$ cat config.mk
export PLATFORM = sky130hd
export DESIGN_NAME = s_axi4l_wr_pipe
export DESIGN_NICKNAME = d
export VERILOG_FILES = /design/src/rtl/axi4l_pkg.sv /design/src/rtl/axi4l_sync_fifo.sv /design/src/rtl/s_axi4l_wr_pipe.sv
export SDC_FILE = /design/constraint.sdc
export NUM_CORES = 1
export LEC_CHECK = 0
export BUFFER_PORTS_ARGS = -buffer_cell sky130_fd_sc_hd__buf_2
export CAP_MARGIN = 10
export CORE_MARGIN = 5
export CORE_UTILIZATION = 45
export CTS_BUF_LIST = sky130_fd_sc_hd__clkbuf_4
export CTS_CLUSTER_DIAMETER = 40
export CTS_CLUSTER_SIZE = 24
export DETAILED_ROUTE_END_ITERATION = 10
export MAX_ROUTING_LAYER = met4
export PLACE_DENSITY = 0.73
export SETUP_SLACK_MARGIN = 0.2
export SLEW_MARGIN = 20
export SYNTH_ARGS = -nofsm -noshare
export SYNTH_HDL_FRONTEND = slang
export SYNTH_SLANG_ARGS = --single-unit
$ cat constraint.sdc
create_clock -name i_axi_clock -period 3.9 [get_ports i_axi_clock]
set_input_delay 0.195 -clock i_axi_clock [delete_from_list [all_inputs] [get_ports i_axi_clock]]
set_output_delay 0.195 -clock i_axi_clock [all_outputs]
set_load 0.005 [all_outputs]
$ cat src/rtl/axi4l_pkg.sv
// Shared constants and width helpers for the AXI4-Lite write pipeline.
package axi4l_pkg;

   localparam logic [1:0] RESP_OKAY   = 2'b00;
   localparam logic [1:0] RESP_SLVERR = 2'b10;

   function automatic int strb_width(input int data_width);
      return data_width / 8;
   endfunction

   // Number of address bits that select a byte inside one data word.
   function automatic int offs_width(input int data_width);
      return $clog2(data_width / 8);
   endfunction

endpackage

$ cat src/rtl/axi4l_sync_fifo.sv
// Synchronous first-word-fall-through FIFO; full/empty use an extra pointer bit.
module axi4l_sync_fifo #(
   parameter int WIDTH = 32,
   parameter int DEPTH = 2
)(
   input  logic             clk_sys,
   input  logic             rst,
   input  logic             push,
   input  logic             pop,
   output logic             full,
   output logic             empty,
   input  logic [WIDTH-1:0] din,
   output logic [WIDTH-1:0] dout
);

   localparam int PW = $clog2(DEPTH);

   logic [PW:0]      wr_ptr;
   logic [PW:0]      rd_ptr;
   logic [WIDTH-1:0] mem [DEPTH];

   assign empty = (wr_ptr == rd_ptr);
   assign full  = (wr_ptr[PW] != rd_ptr[PW]) && (wr_ptr[PW-1:0] == rd_ptr[PW-1:0]);
   assign dout  = mem[rd_ptr[PW-1:0]];

   always_ff @(posedge clk_sys) begin
      if (rst) begin
         wr_ptr <= '0;
         rd_ptr <= '0;
      end else begin
         if (push && !full)
            wr_ptr <= wr_ptr + 1'b1;
         if (pop && !empty)
            rd_ptr <= rd_ptr + 1'b1;
      end
   end

   // Storage is not reset; the pointers alone define what is valid.
   always_ff @(posedge clk_sys) begin
      if (push && !full)
         mem[wr_ptr[PW-1:0]] <= din;
   end

endmodule

$ cat src/rtl/s_axi4l_wr_pipe.sv
// AXI4-Lite write slave: buffered AW/W channels, in-order pairing, register decode.
module s_axi4l_wr_pipe
   import axi4l_pkg::*;
#(
   parameter  int ADDR_WIDTH = 32,
   parameter  int DATA_WIDTH = 32,
   parameter  int FIFO_DEPTH = 2,
   parameter  int REG_COUNT  = 16,
   localparam int STRB_WIDTH = strb_width(DATA_WIDTH),
   localparam int IDX_WIDTH  = $clog2(REG_COUNT)
)(
   input  logic                  i_axi_clock,
   input  logic                  i_axi_reset,
   input  logic [ADDR_WIDTH-1:0] i_axi_awaddr,
   input  logic [2:0]            i_axi_awprot,
   input  logic                  i_axi_awaddr_valid,
   output logic                  o_axi_awaddr_ready,
   input  logic [DATA_WIDTH-1:0] i_axi_wdata,
   input  logic [STRB_WIDTH-1:0] i_axi_wstrb,
   input  logic                  i_axi_wdata_valid,
   output logic                  o_axi_wdata_ready,
   output logic [1:0]            o_axi_bresp,
   output logic                  o_axi_bvalid,
   input  logic                  i_axi_bready,
   output logic [IDX_WIDTH-1:0]  o_waddr,
   output logic [DATA_WIDTH-1:0] o_wdata,
   output logic [STRB_WIDTH-1:0] o_wstrb,
   output logic                  o_wvalid
);

   localparam int                    OFFS_WIDTH = offs_width(DATA_WIDTH);
   localparam int                    W_WIDTH    = DATA_WIDTH + STRB_WIDTH;
   localparam logic [ADDR_WIDTH-1:0] REG_LIMIT  = ADDR_WIDTH'(REG_COUNT);

   logic                  aw_full;
   logic                  aw_empty;
   logic                  aw_push;
   logic [ADDR_WIDTH-1:0] aw_head;
   logic                  w_full;
   logic                  w_empty;
   logic                  w_push;
   logic [W_WIDTH-1:0]    w_head;
   logic [DATA_WIDTH-1:0] head_data;
   logic [STRB_WIDTH-1:0] head_strb;
   logic [ADDR_WIDTH-1:0] word_addr;
   logic                  b_free;
   logic                  issue;
   logic                  in_range;
   logic                  do_write;
   logic [2:0]            unused_awprot;

   assign unused_awprot = i_axi_awprot;

   assign o_axi_awaddr_ready = !aw_full && !i_axi_reset;
   assign o_axi_wdata_ready  = !w_full && !i_axi_reset;
   assign aw_push            = i_axi_awaddr_valid && o_axi_awaddr_ready;
   assign w_push             = i_axi_wdata_valid && o_axi_wdata_ready;

   axi4l_sync_fifo #(
      .WIDTH (ADDR_WIDTH),
      .DEPTH (FIFO_DEPTH)
   ) u_aw_fifo (
      .clk_sys (i_axi_clock),
      .rst     (i_axi_reset),
      .push    (aw_push),
      .pop     (issue),
      .full    (aw_full),
      .empty   (aw_empty),
      .din     (i_axi_awaddr),
      .dout    (aw_head)
   );

   axi4l_sync_fifo #(
      .WIDTH (W_WIDTH),
      .DEPTH (FIFO_DEPTH)
   ) u_w_fifo (
      .clk_sys (i_axi_clock),
      .rst     (i_axi_reset),
      .push    (w_push),
      .pop     (issue),
      .full    (w_full),
      .empty   (w_empty),
      .din     ({i_axi_wstrb, i_axi_wdata}),
      .dout    (w_head)
   );

   // A new response may be launched in the same cycle the previous one is accepted.
   assign b_free = !o_axi_bvalid || i_axi_bready;
   assign issue  = !aw_empty && !w_empty && b_free && !i_axi_reset;

   assign {head_strb, head_data} = w_head;
   assign word_addr = aw_head >> OFFS_WIDTH;
   assign in_range  = (word_addr < REG_LIMIT);
   assign do_write  = in_range && (head_strb != '0);

   always_ff @(posedge i_axi_clock) begin
      if (i_axi_reset) begin
         o_axi_bvalid <= 1'b0;
         o_axi_bresp  <= RESP_OKAY;
         o_wvalid     <= 1'b0;
         o_waddr      <= '0;
         o_wdata      <= '0;
         o_wstrb      <= '0;
      end else begin
         o_wvalid <= issue && do_write;
         if (issue) begin
            o_axi_bvalid <= 1'b1;
            o_axi_bresp  <= in_range ? RESP_OKAY : RESP_SLVERR;
         end else if (i_axi_bready) begin
            o_axi_bvalid <= 1'b0;
         end
         if (issue && do_write) begin
            o_waddr <= word_addr[IDX_WIDTH-1:0];
            o_wdata <= head_data;
            o_wstrb <= head_strb;
         end
      end
   end

endmodule

==> results.toml <==
[run_status]
status = "completed"

[global_routing]
grt_pass1_vias = 4253
grt_max_degree = 92
track_usage = 0.1608
grt_pass1_wl_um = 21360
antenna_found_initial = 0
grt_overflow = 0

[placed_design]
dp_hpwl_um = 8310
gp_congestion = 0.7530
port_buffers = 115
dp.cells = 726

[floorplanning]
io-pin-count = 122
die-height_um = 133.3
die_area_um2 = 17780
initial_core_util = 0.4553
fp-row-count = 45
coreArea_um2 = 15030
die_width_um = 133.3

[synth]
synth_cell_types = 36
synthArstFlopShare = 0
synthFlopType = "edfxtp_1"
synth_edf_count = 132
yosysSeqAreaShare = 0.7341
synthesis.nets = 512
synth_area_um2 = 6845
synth_area_per_cell_um2 = 15.70
ys_ff_latch = 185
syn_inst = 436
yosys_warnings = 0

[flow_run]
cap_viol_max_count = 0

[timing]
rsz0062_at_grt = "false"
slew_violations = 0
max_freq_mhz = 375.4
setup_violations = 0
period_minus_slack_ns = 2.664
relSlewSlack = 0.3520
fin_skew_ns = 0.02502
worstMarginPinSlew_ns = 0.9720
hold_viol_final = 0
tns_ns = 0
finalCritPeriodShare = 0.6830

[route]
drc = 0
wirelength_um = 13450
vias = 4054
avgViaCountPerCell = 4.896
dr.pass1.iters = 4
routedWlPerCell_um = 16.24
drtIter0Drc = 159
ant_nets = 0

[worst_setup_path]
cp-end-kind = "flop"
timing.critical_path.slowest_cell_delay_ns = 0.51
worstRegToRegCells = 6
path_cells = "nor4_1 -> nand4_1 -> or4_4 -> a211oi_4 -> buf_4 -> mux2_2"
critPathMaxFanout = 40
r2r_end = "o_wdata[6]$_SDFFE_PP0P_"
crit_type = "flop to flop"
startpoint_type = "flop"
rrSetupSlack_ns = 1.24
critPathArrivalTime_ns = 3.11
reg2reg_from = "u_aw_fifo.mem[0][21]$_DFFE_PP_"
crit_path_top_delay_cell = "buf_4"
cp_data_required_time_ns = 4.35
crit_end = "o_wdata[6]$_SDFFE_PP0P_"
worstSetupStartpoint = "u_aw_fifo.mem[0][21]$_DFFE_PP_"

[clock_tree]
clock-root-buffer = "clkbuf_4"
clock-sinks = 185
clockBufferDepth = 2
clk_latency_ns = 0.55
post_cts_buffers = 0
h-tree-depth = 4
cts_tree = "built"
clkTransAtPathRegs_ns = 0.13
cts-buffers-inserted = 17
cts-resized-gates = 0
hold_buffers = 69

[power]
pwr-share-comb = 0.065
intPower_mw = 2.668
leakage_nw = 3.241
powerDensity_nw_per_um2 = 394.0
sw_frac_of_total = 0.2121
vdd_drop_max_v = 0.0002044
seqPwrFrac = 0.647
p_clk_frac = 0.289
p_sw_mw = 0.7181

[layout]
final_core_util = 0.5718
drive_above_1_share = 0.3005
nNetsFinal = 702
syn2layout_area_growth_pct = 25.57
final_cells = 828

[min_path]
hold_path_class = "input port to flop"
per-stage QoR:
step / total power [mW] / hold slack, ns / instance area [um^2] / worst slack, ns
2_1_floorplan: 2.314 / 0.2939 / 6845 / 1.110
3_3_place_gp: 2.380 / 0.3822 / 7589 / 1.248
3_5_place_dp: 2.401 / 0.3861 / 7644 / 1.239
4_1_cts: 3.420 / 0.01426 / 8593 / 1.227
5_1_grt: 3.528 / 0.05974 / 8593 / 1.118
6_report: 3.386 / 0.06142 / 8596 / 1.236
cells in the final DEF, fill, tap and decap left out, types with 2 or more instances in the layout:
cell type / n
xor2_1: 8
nand3_1: 3
nor2b_1: 41
nor2_1: 54
a21oi_1: 2
mux2_2: 38
xnor2_1: 6
clkinv_4: 2
clkinv_1: 7
nand2_1: 3
clkbuf_4: 20
and3_1: 3
buf_4: 5
dfxtp_1: 52
nor3_1: 3
dlygate4sd3_1: 69
edfxtp_1: 132
mux2_1: 2
nor4_1: 9
buf_2: 115
bufinv_16: 2
buf_16: 2
mux2i_1: 40
power groups by stage:
stage	sequential (mW)	clock, mW	combinational (mW)
2_1_floorplan	2.23	0	0.0868
3_3_place_gp	2.23	0	0.148
3_5_place_dp	2.24	0	0.166
4_1_cts	2.19	1.01	0.221
5_1_grt	2.20	1.09	0.242
6_report	2.19	0.977	0.219
registers in the layout (all words and copies together) (netlist names), named ones only:
name / count
u_w_fifo.mem: 72
u_aw_fifo.mem: 60
o_wdata: 32
o_waddr: 4
o_wstrb: 4
u_aw_fifo.rd_ptr: 2
u_aw_fifo.wr_ptr: 2
u_w_fifo.rd_ptr: 2
u_w_fifo.wr_ptr: 2
o_axi_bresp: 1
o_axi_bvalid: 1
o_wvalid: 1
Yosys cell counts, types with 2 or more instances:
library cell	count	area share
a21oi_1	2	0.0015
and3_1	4	0.0037
buf_1	4	0.0022
buf_6	5	0.0082
clkbuf_1	9	0.0049
dfxtp_1	53	0.15
edfxtp_1	132	0.58
mux2_1	2	0.0033
mux2_2	38	0.063
mux2i_1	40	0.058
nand2_1	3	0.0016
nand3_1	3	0.0022
nor2_1	56	0.031
nor2b_1	41	0.037
nor3_1	3	0.0022
nor4_1	9	0.0082
xnor2_1	6	0.0077
xor2_1	8	0.010
critical path: cells and delay by family (launching register included):
| family | cells | cell delay, ns |
|---|---|---|
| flops | 1 | 0.40 |
| simple gates | 3 | 1.02 |
| mux | 1 | 0.41 |
| buf+inv | 1 | 0.51 |
| compound gates | 1 | 0.20 |
metal layers:
metal  up-vias  global-route usage  wire [um]
li1       1970                   -          -
met1      1951              0.1822       5545
met2       116              0.2796       7060
met3        17             0.04079        637
met4         0             0.05314        206
met5         -                   -          0
cell type report:
cell class                 count  area, um^2
clock inverter                12       108.9
tap                          188       235.2
sequential                   185        5026
antenna                        1       2.502
inverter                       1       3.754
fill                        1226        6437
clock buffer                  20       150.1
multi-input combinational    230        1710
timing repair buffer         191        1359
logic make-up after synthesis:
group / synth area share
DFF: 0.7341
and+or+nand+nor: 0.09377
muxes: 0.1243
buffers and inverters: 0.01773
xor gates and xnor gates: 0.01791
AOI/OAI and AO/OA: 0.01170
other: 0.0005478
worst min path at each step:
stage / startpoint / endpoint / slack (ns) / cells after the start
2_1_floorplan: i_axi_awaddr[10] / u_aw_fifo.mem[0][10]$_DFFE_PP_ / 0.29 / 0
3_3_place_gp: i_axi_awaddr[30] / u_aw_fifo.mem[0][30]$_DFFE_PP_ / 0.38 / 1
3_5_place_dp: i_axi_awaddr[28] / u_aw_fifo.mem[1][28]$_DFFE_PP_ / 0.39 / 1
4_1_cts: i_axi_wdata_valid / u_w_fifo.wr_ptr[0]$_SDFFE_PP0P_ / 0.01 / 4
5_1_grt: i_axi_wdata_valid / u_w_fifo.wr_ptr[0]$_SDFFE_PP0P_ / 0.06 / 4
6_report: i_axi_wdata_valid / u_w_fifo.wr_ptr[0]$_SDFFE_PP0P_ / 0.06 / 4
Power figures use the tool's default switching activity.
